[src/rtl/parking_occupancy.sv]
// parking_occupancy: saturating car counter downstream of the lot sensor FSM.
// Counts enter/exit pulses against CAPACITY, keeps BCD display digits in step
// with the binary count, and raises sticky overflow/underflow flags.
//
// Handshake: enter and exit are single-cycle event pulses with no ready/back-
// pressure; every sampled high cycle is one event, one event per cycle max.
// enter and exit together in one cycle cancel out and change nothing.
module parking_occupancy #(
  parameter int CAPACITY = 20,
  parameter int CNT_W    = 7
) (
  input  logic             clk,
  input  logic             reset,
  input  logic             enter,
  input  logic             exit,
  input  logic             clear_err,
  output logic [CNT_W-1:0] count,
  output logic [3:0]       tens,
  output logic [3:0]       ones,
  output logic             full,
  output logic             empty,
  output logic             lot_open,
  output logic             ovf_err,
  output logic             unf_err,
  output logic [1:0]       state_dbg
);

  typedef enum logic [1:0] {
    ST_EMPTY   = 2'd0,
    ST_PARTIAL = 2'd1,
    ST_FULL    = 2'd2
  } state_t;

  localparam logic [CNT_W-1:0] CAP = CNT_W'(CAPACITY);
  localparam logic [CNT_W-1:0] ONE = CNT_W'(1);

  state_t           state, state_n;
  logic [CNT_W-1:0] count_n;
  logic [3:0]       tens_n, ones_n;
  logic             ovf_n, unf_n;
  logic             inc, dec;

  // State, count, BCD digits and error flags all update on the same edge.
  always_ff @(posedge clk) begin
    if (reset) begin
      state   <= ST_EMPTY;
      count   <= '0;
      tens    <= 4'd0;
      ones    <= 4'd0;
      ovf_err <= 1'b0;
      unf_err <= 1'b0;
    end else begin
      state   <= state_n;
      count   <= count_n;
      tens    <= tens_n;
      ones    <= ones_n;
      ovf_err <= ovf_n;
      unf_err <= unf_n;
    end
  end

  // Event decode: saturating step of count/BCD/state plus error flag update.
  always_comb begin
    state_n = state;
    count_n = count;
    tens_n  = tens;
    ones_n  = ones;
    inc     = enter & ~exit;
    dec     = exit & ~enter;
    // Clearing only drops a flag that is not being set this same cycle.
    ovf_n   = ovf_err & ~clear_err;
    unf_n   = unf_err & ~clear_err;

    if (inc) begin
      if (state == ST_FULL) begin
        ovf_n = 1'b1;
      end else begin
        count_n = count + ONE;
        if (ones == 4'd9) begin
          ones_n = 4'd0;
          tens_n = tens + 4'd1;
        end else begin
          ones_n = ones + 4'd1;
        end
        state_n = (count_n == CAP) ? ST_FULL : ST_PARTIAL;
      end
    end else if (dec) begin
      if (state == ST_EMPTY) begin
        unf_n = 1'b1;
      end else begin
        count_n = count - ONE;
        if (ones == 4'd0) begin
          ones_n = 4'd9;
          tens_n = tens - 4'd1;
        end else begin
          ones_n = ones - 4'd1;
        end
        state_n = (count == ONE) ? ST_EMPTY : ST_PARTIAL;
      end
    end
  end

  // Status is a pure decode of the state register, so it tracks count exactly.
  always_comb begin
    full      = (state == ST_FULL);
    empty     = (state == ST_EMPTY);
    lot_open  = ~full;
    state_dbg = state;
  end

endmodule

[config.mk]
export PLATFORM = sky130hd
export DESIGN_NAME = parking_occupancy
export DESIGN_NICKNAME = d
export VERILOG_FILES = /design/src/rtl/parking_occupancy.sv
export SDC_FILE = /design/constraint.sdc
export NUM_CORES = 1
export LEC_CHECK = 0
export ABC_AREA = 1
export CAP_MARGIN = 20
export CORE_ASPECT_RATIO = 1.25
export CORE_MARGIN = 4
export CORE_UTILIZATION = 55
export DETAILED_ROUTE_END_ITERATION = 8
export GPL_TIMING_DRIVEN = 1
export MAX_ROUTING_LAYER = met4
export PLACE_DENSITY_LB_ADDON = 0.05
export SYNTH_ARGS = -nofsm -noshare
export SYNTH_HDL_FRONTEND = slang
export SYNTH_SLANG_ARGS = --single-unit
[constraint.sdc]
create_clock -name clk -period 3.4 [get_ports clk]
set_clock_uncertainty 0.2 [all_clocks]
set_input_delay 1.02 -clock clk [delete_from_list [all_inputs] [get_ports clk]]
set_output_delay 1.02 -clock clk [all_outputs]
set_load 0.01 [all_outputs]
==> summary.md, run 1 <==
| Metric | Value |
|---|---|
| Library cells used by synthesis | 33 |
| Floorplan die width | roughly 53 um |
| Via count of the routed design | ~1,400 |
| Placeable Area | between 2000 and 2500 um2 |
| Count of nets left with antenna violations after detail routing | 0 |
| CTS Buffer Depth | 2 |
| Pin count of the biggest net entering global routing | 20 |
| Register clock-pin slew on the reported worst setup and hold paths | 0.11 ns |
| Top Metal Used | met4 |
| Final critical-path required period | 2.821 ns |
| Post-CTS Repair Setup Buffers | 0 |
| Die height | 64.71 um |
| Slowest cell on crit path | sky130_fd_sc_hd__clkdlybuf4s50_1 |
| Total internal power | about 380 uW |
| First drt pass iteration count | 4 |
| Area delta synth->final | 20.78% |
| Worst setup SP type | primary input |
| Cell count after placement | approximately 260 |
| Root buffer cell | sky130_fd_sc_hd__clkbuf_4 |
| Floorplan die area | 3454 um2 |
| Number of nets at the end of the flow | approximately 240 |
| WL/cell | about 12 um |
| Starting utilization of the core area | approximately 58% |
| Critical path class | in2reg |
| Upper clock frequency limit | roughly 350 MHz |
| Portion of the post-synthesis area used by sequential elements | between 20% and 30% |
| Total Wirelength | 3265 um |
| Switching power | roughly 220 uW |
| Antenna diode count | 0 |
| Top flip-flop cell by instance count after synthesis | sky130_fd_sc_hd__dfxtp_1 |
| Pwr dens | roughly 350 nW/um2 |
| Final Hold Fails | 0 |
| Number of buffers added to fix hold violations after cts | 0 |
| Switching Fraction | approximately 37% |
| Critical path data arrival time | ~2.8 ns |
| RD Place Congestion | around 0.9 |
| Via count of the first global-routing pass | ~1,400 |
| TritonCTS clock tree | built |
| Ratio of cells with drive above 1 in the final layout | between 15 and 20% |
| Part of the power in registers | approximately 45% |
| DRC violation count after routing | 0 |
| Routed metal-1 wirelength | ~1300 um |
| Max VDD drop | about 260 uV |
| Unrepaired setup endpoints after global routing | false |
| Num CTS Buffers | 3 |
| Worst Tran Pin Value | ~0.33 ns |
| Kind of end point of the critical path | flip-flop |
| Number of levels the H-tree was split into | 1 |
| Syn_area_per_cell | between 6 and 7 um2 |
| DR vias/cell | approximately 5.4 |
| Combinational share of power | about 36% |
| Post-synthesis instance area | approximately 1400 um2 |
| Hold Crit Class | reg2reg |
| Yosys warning count | 0 |
| Number of setup violations in the final report | 0 |
| Clock group share of total power | 19.4% |
| Share of synthesized registers carrying an async set or reset | 0% |
| First-pass GRT wire length | 5906 um |
| Layout Cells excl Fill | around 260 |
| Post-synth EDFFs | 0 |
| Max capacitance violation total | 0 |
| Number of design-rule violations left by the first detailed-router iteration | 47 |
| Met3 WL post-DR | 131 um |
| Number of I/O pins | 27 |
| Portion of the clock cycle consumed by the worst path in the final layout | 82.96% |
| Final total negative setup slack | 0 ns |
| Largest fanout on the critical path | 19 |
| Number of antenna violations at the first check in global routing | 0 |
| DP Wirelength | about 2600 um |
| Placement Rows | 20 |
| Static leakage power | about 0.7 nW |
| Overall fraction of global-route tracks in use | 22.74% |
| Max-slew violations | 0 |
| Crit path required time | between 3 and 4 ns |
| Delay of the slowest cell on the worst path | roughly 0.49 ns |
| Status | complete, no violations |
| Cells resized by post-CTS repair | 0 |
| Nets in the synthesized netlist | 217 |
| Number of port buffers | 26 |
| Number of cells produced by synthesis | 203 |
| DR WL met2 | about 1700 um |
| Clock latency of the later-clocked register in the worst-skew pair | 0.30 ns |
| Max-slew headroom | roughly 80% |
| Residual overflow from global routing | 0 |
| Count of filler cells inserted in the layout | about 230 |
| Sequence of cells on the critical path | clkdlybuf4s50_1, inv_1, ha_1, buf_4, nand2_2, nand3_4, inv_6, nand3_2, o21ai_1, nor2_1 |
| Sink count of the clock tree | 19 |
| Synthesis-stage register bit count | 19 |
## stage by stage
stage	cell area, um2	util [%]	hold WS (ns)	setup slack, ns	total power [mW]
floorplan	1415	-	0.2872	0.8504	0.4217
global placement	1682	68.57	0.2545	0.3502	0.4820
detailed placement	1682	68.57	0.2665	0.2594	0.4889
CTS	1709	69.69	0.2848	0.5954	0.6084
global route	1709	69.69	0.3329	0.4219	0.6558
finish	1709	69.69	0.2800	0.5794	0.6002
## cells in the mapped netlist (2+ instances only)
master	instances	area, um2
sky130_fd_sc_hd__a21oi_1	10	50.05
sky130_fd_sc_hd__dfxtp_1	19	380.4
sky130_fd_sc_hd__o21ai_1	4	20.02
sky130_fd_sc_hd__inv_1	25	93.84
sky130_fd_sc_hd__nor2_1	23	86.33
sky130_fd_sc_hd__nand3_1	20	100.1
sky130_fd_sc_hd__buf_2	2	10.01
sky130_fd_sc_hd__nand2_1	32	120.1
sky130_fd_sc_hd__ha_1	8	100.1
sky130_fd_sc_hd__o21ai_0	14	70.07
sky130_fd_sc_hd__nor2_4	2	22.52
sky130_fd_sc_hd__nand4_1	3	18.77
sky130_fd_sc_hd__nand2_2	9	56.30
sky130_fd_sc_hd__a21oi_2	8	70.07
sky130_fd_sc_hd__nor2_2	3	18.77
sky130_fd_sc_hd__xor2_1	4	35.03
## worst paths after layout
| check | from | to | slack [ns] | depth (start not counted) |
|---|---|---|---|---|
| min reg2reg | ovf_err | ovf_err | 0.28 | 2 |
| max reg2reg | count[0] | state_dbg[0] | 1.65 | 8 |
| max | exit | tens[1] | 0.58 | 10 |
| min | ovf_err | ovf_err | 0.28 | 2 |
## logic make-up after synthesis
family	Yosys count	synth area share (%)
and+or+nand+nor	96	32.72
AOI/OAI and AO/OA	40	17.33
buffers and inverters	34	11.49
DFF	19	26.88
adders and majority gates	9	8.488
xor gates and xnor gates	5	3.094
## power by group through the flow
stage,logic [mW],registers (mW),clock network (mW)
after floorplan,0.150,0.272,0
after global placement,0.211,0.271,0
after detailed placement,0.216,0.272,0
after CTS,0.218,0.267,0.123
after global routing,0.245,0.271,0.139
final,0.217,0.267,0.116
## cells in the final DEF (no fill, tap or decap), types with 2 or more instances in the layout
cell / n
sky130_fd_sc_hd__a21oi_1: 10
sky130_fd_sc_hd__a21oi_2: 8
sky130_fd_sc_hd__buf_4: 2
sky130_fd_sc_hd__clkbuf_4: 3
sky130_fd_sc_hd__clkdlybuf4s50_1: 26
sky130_fd_sc_hd__dfxtp_1: 19
sky130_fd_sc_hd__ha_1: 8
sky130_fd_sc_hd__inv_1: 25
sky130_fd_sc_hd__nand2_1: 32
sky130_fd_sc_hd__nand2_2: 9
sky130_fd_sc_hd__nand3_1: 20
sky130_fd_sc_hd__nand4_1: 3
sky130_fd_sc_hd__nor2_1: 23
sky130_fd_sc_hd__nor2_2: 3
sky130_fd_sc_hd__nor2_4: 2
sky130_fd_sc_hd__o21ai_0: 14
sky130_fd_sc_hd__o21ai_1: 4
sky130_fd_sc_hd__xor2_1: 4
## critical path, delay by kind of cell
| kind | cells | cell delay [ns] |
|---|---|---|
| AO/OA/AOI/OAI | 1 | 0.13 |
| adder cells (fa/ha/maj) | 1 | 0.21 |
| buffers and inverters | 4 | 0.92 |
| AND/OR/NAND/NOR | 4 | 0.53 |
## state kept, by name (all words and copies together), names as in the netlist
register and flops:
state_dbg 2, tens 4, count 7, unf_err 1, ones 4, ovf_err 1
## per-layer routing
metal	global-route usage, %	up-vias
li1	-	707
met1	26.63	652
met2	36.96	39
met3	4.598	11
met4	9.585	0
met5	-	-
## cell type report
type / instances / area, um2 / share of cell area, %
clock buffers: 3 / 22.52 / 1.318
well taps: 33 / 41.29 / 2.416
repair buffers: 28 / 275.3 / 16.11
inverters: 28 / 112.6 / 6.589
clock inverters: 1 / 5.005 / 0.2928
flip-flops and latches: 19 / 380.4 / 22.25
multi-input cells: 150 / 872.1 / 51.02
Power figures use the tool's default switching activity.
==> run 2: changes to the inputs <==
Settings changed: CORE_UTILIZATION 55 to 47.
Clock period 3.4 ns to 2.3 ns, I/O delays scaled along.
==> summary.md, run 2 (synthesis gave the netlist of run 1 again) <==
| Metric | Value |
|---|---|
| Cell count after placement | 278 (+7.8%) |
| Portion of the clock cycle consumed by the worst path in the final layout | a little under 100% |
| Most common library cell in the layout ignoring fill and taps | sky130_fd_sc_hd__nand2_1 |
| Max VDD drop | 328.4 uV (+29%) |
| TritonCTS clock tree | built |
| DR vias/cell | 4.944 (-8.1%) |
| First drt pass iteration count | 4 (unchanged) |
| Starting utilization of the core area | 48.50% (-9.2 points) |
| First-pass GRT wire length | 5630 um (-4.7%) |
| Kind of end point of the critical path | flip-flop |
| Via count of the routed design | 1,414 (+0.35%) |
| RD Place Congestion | 0.8760 (-3.1%) |
| Final Hold Fails | 0 (unchanged) |
| Status | complete, no violations |
| Antenna diode count | 0 (unchanged) |
| CTS Buffer Depth | 2 (unchanged) |
| Die height | 69.35 um (+7.2%) |
| Number of port buffers | 26 (unchanged) |
| Register clock-pin slew on the reported worst setup and hold paths | 0.11 ns (about the same) |
| DRC violation count after routing | 0 (unchanged) |
| Largest fanout on the critical path | 7 (-12) |
| Placement Rows | 22 (+10%) |
| Overall fraction of global-route tracks in use | 17.61% (-5.1 points) |
| Number of design-rule violations left by the first detailed-router iteration | 24 (-49%) |
| Placed instance area | 1813 um2 (+7.8%) |
| DP Wirelength | 2621 um (+0.72%) |
| Commonest cells after routing, fill and taps aside | sky130_fd_sc_hd__nand2_1 (32), sky130_fd_sc_hd__inv_1 (23), sky130_fd_sc_hd__nor2_1 (23), sky130_fd_sc_hd__clkdlybuf4s50_1 (22), sky130_fd_sc_hd__buf_4 (21) |
| Critical path class | in2reg |
| Max-slew headroom | 81.69% (+3.7 points) |
| Root buffer cell | sky130_fd_sc_hd__clkbuf_4 |
| Pwr dens | 484.1 nW/um2 (+38%) |
| Floorplan die width | 57.08 um (+7.0%) |
| Number of setup violations in the final report | 0 (unchanged) |
| WL/cell | 11.62 um (-6.8%) |
| Number of nets at the end of the flow | 265 (+8.6%) |
| Total Wirelength | 3322 um (+1.7%) |
| Sink count of the clock tree | 19 (unchanged) |
| Number of I/O pins | 27 (unchanged) |
| Clock latency of the later-clocked register in the worst-skew pair | 0.30 ns (about the same) |
| Count of nets left with antenna violations after detail routing | 0 (unchanged) |
| Static leakage power | 0.8363 nW (+16%) |
| Via count of the first global-routing pass | 1,367 (-1.1%) |
| Max-slew violations | 0 (unchanged) |
| Final standard cell area without fillers | 1938 um2 (+13%) |
| Crit path required time | 2.30 ns (-1.11 ns) |
| Ratio of cells with drive above 1 in the final layout | 26.40% (+11 points) |
| Number of antenna violations at the first check in global routing | 0 (unchanged) |
| Biggest regs | count: 7 flops, ones: 4 flops, tens: 4 flops |
| Residual overflow from global routing | 0 (unchanged) |
| Floorplan die area | 3959 um2 (+15%) |
| Critical path data arrival time | 2.26 ns (-0.57 ns) |
| Max capacitance violation total | 0 (unchanged) |
| Upper clock frequency limit | between 400 and 500 MHz |
| Area of combinational cells with multiple inputs | 913.4 um2 (+4.7%) |
| Pin count of the biggest net entering global routing | 12 (-40%) |
| Hold Crit Class | reg2reg |
| Number of buffers added to fix hold violations after cts | 0 (unchanged) |
| Register containing the most flip-flops in the final layout | count |
| Worst setup SP type | primary input |
| Area delta synth->final | 36.96% |
| Max FFs per register | 7 (unchanged) |
| Final critical-path required period | 2.259 ns |
| Sequential cell area | 387.9 um2 (+2.0%) |
| Worst Tran Pin Value | 0.2718 ns (-0.05830 ns) |
| Num CTS Buffers | 3 (unchanged) |
| Layout Cells excl Fill | 286 (+9.2%) |
| Placeable Area | 2918 um2 (+19%) |
| Count of filler cells inserted in the layout | 288 (+24%) |
| Number of levels the H-tree was split into | 1 (unchanged) |
[run 2: cell count changes in the layout (fill, tap and decap cells not counted), sizes merged]
| cell | delta |
|---|---|
| dlygate4sd2 | +2 |
| clkdlybuf4s50 | -4 |
| dlymetal6s2s | +2 |
| buf | +21 |
[run 2: worst max-delay path, stage by stage]
cell and delay, ns:
sky130_fd_sc_hd__clkdlybuf4s50_1 0.45, sky130_fd_sc_hd__buf_4 0.15, sky130_fd_sc_hd__ha_1 0.30, sky130_fd_sc_hd__inv_2 0.08, sky130_fd_sc_hd__nand3_4 0.14, sky130_fd_sc_hd__buf_4 0.18
sky130_fd_sc_hd__buf_4 0.14, sky130_fd_sc_hd__nand2_1 0.07, sky130_fd_sc_hd__a21oi_2 0.05
[run 2: cell type report]
class / count / share of cell area [%]
Multi-Input combinational cell: 150 / 47.13
Timing Repair Buffer: 49 / 23.31
Sequential cell: 19 / 20.01
Inverter: 28 / 5.810
Tap cell: 36 / 2.324
Clock buffer: 3 / 1.162
Clock inverter: 1 / 0.2582
[run 2: repair_timing]
action | CTS | global route
endpoints found under the setup margin | 5 | 12
pin swaps | 2 | 5
gates resized for setup | 8 | 12
setup buffers | 1 | 3
[run 2: layer usage]
metal	up-vias	wire length, um	global-route usage [%]	share of wire [%]
met5	-	0	-	0
met4	0	48	7.474	1.4
met3	6	91	1.862	2.7
met2	21	1756	30.24	53
met1	641	1426	20.39	43
li1	746	-	-	-
[run 2: report_power, final]
group | switching, mW | total, mW | internal, mW
combinational | 0.200 | 0.379 | 0.179
sequential | 0.0310 | 0.386 | 0.355
clock | 0.109 | 0.174 | 0.0648
[run 2: final timing paths]
path / start / to / slack (ns) / cells past startpoint
hold / removal: ovf_err / ovf_err / 0.28 / 2
setup reg to reg: count[1] / count[4] / 0.63 / 9
hold reg to reg: ovf_err / ovf_err / 0.28 / 2
setup / recovery: exit / state_dbg[1] / 0.04 / 9
[run 2: stage by stage]
stage | setup TNS, ns | hold slack (ns) | setup slack (ns) | total power [mW] | util [%]
after floorplan | 0 | 0.2872 | 0.08042 | 0.6234 | -
after global placement | -3.802 | 0.2543 | -0.3374 | 0.7414 | 62.14
after detailed placement | -4.463 | 0.2655 | -0.3862 | 0.7494 | 62.14
after CTS | 0 | 0.2821 | 0.01926 | 0.9354 | 64.02
after global routing | -0.002246 | 0.2982 | -0.002246 | 1.010 | 66.42
final | 0 | 0.2750 | 0.04113 | 0.9382 | 66.42
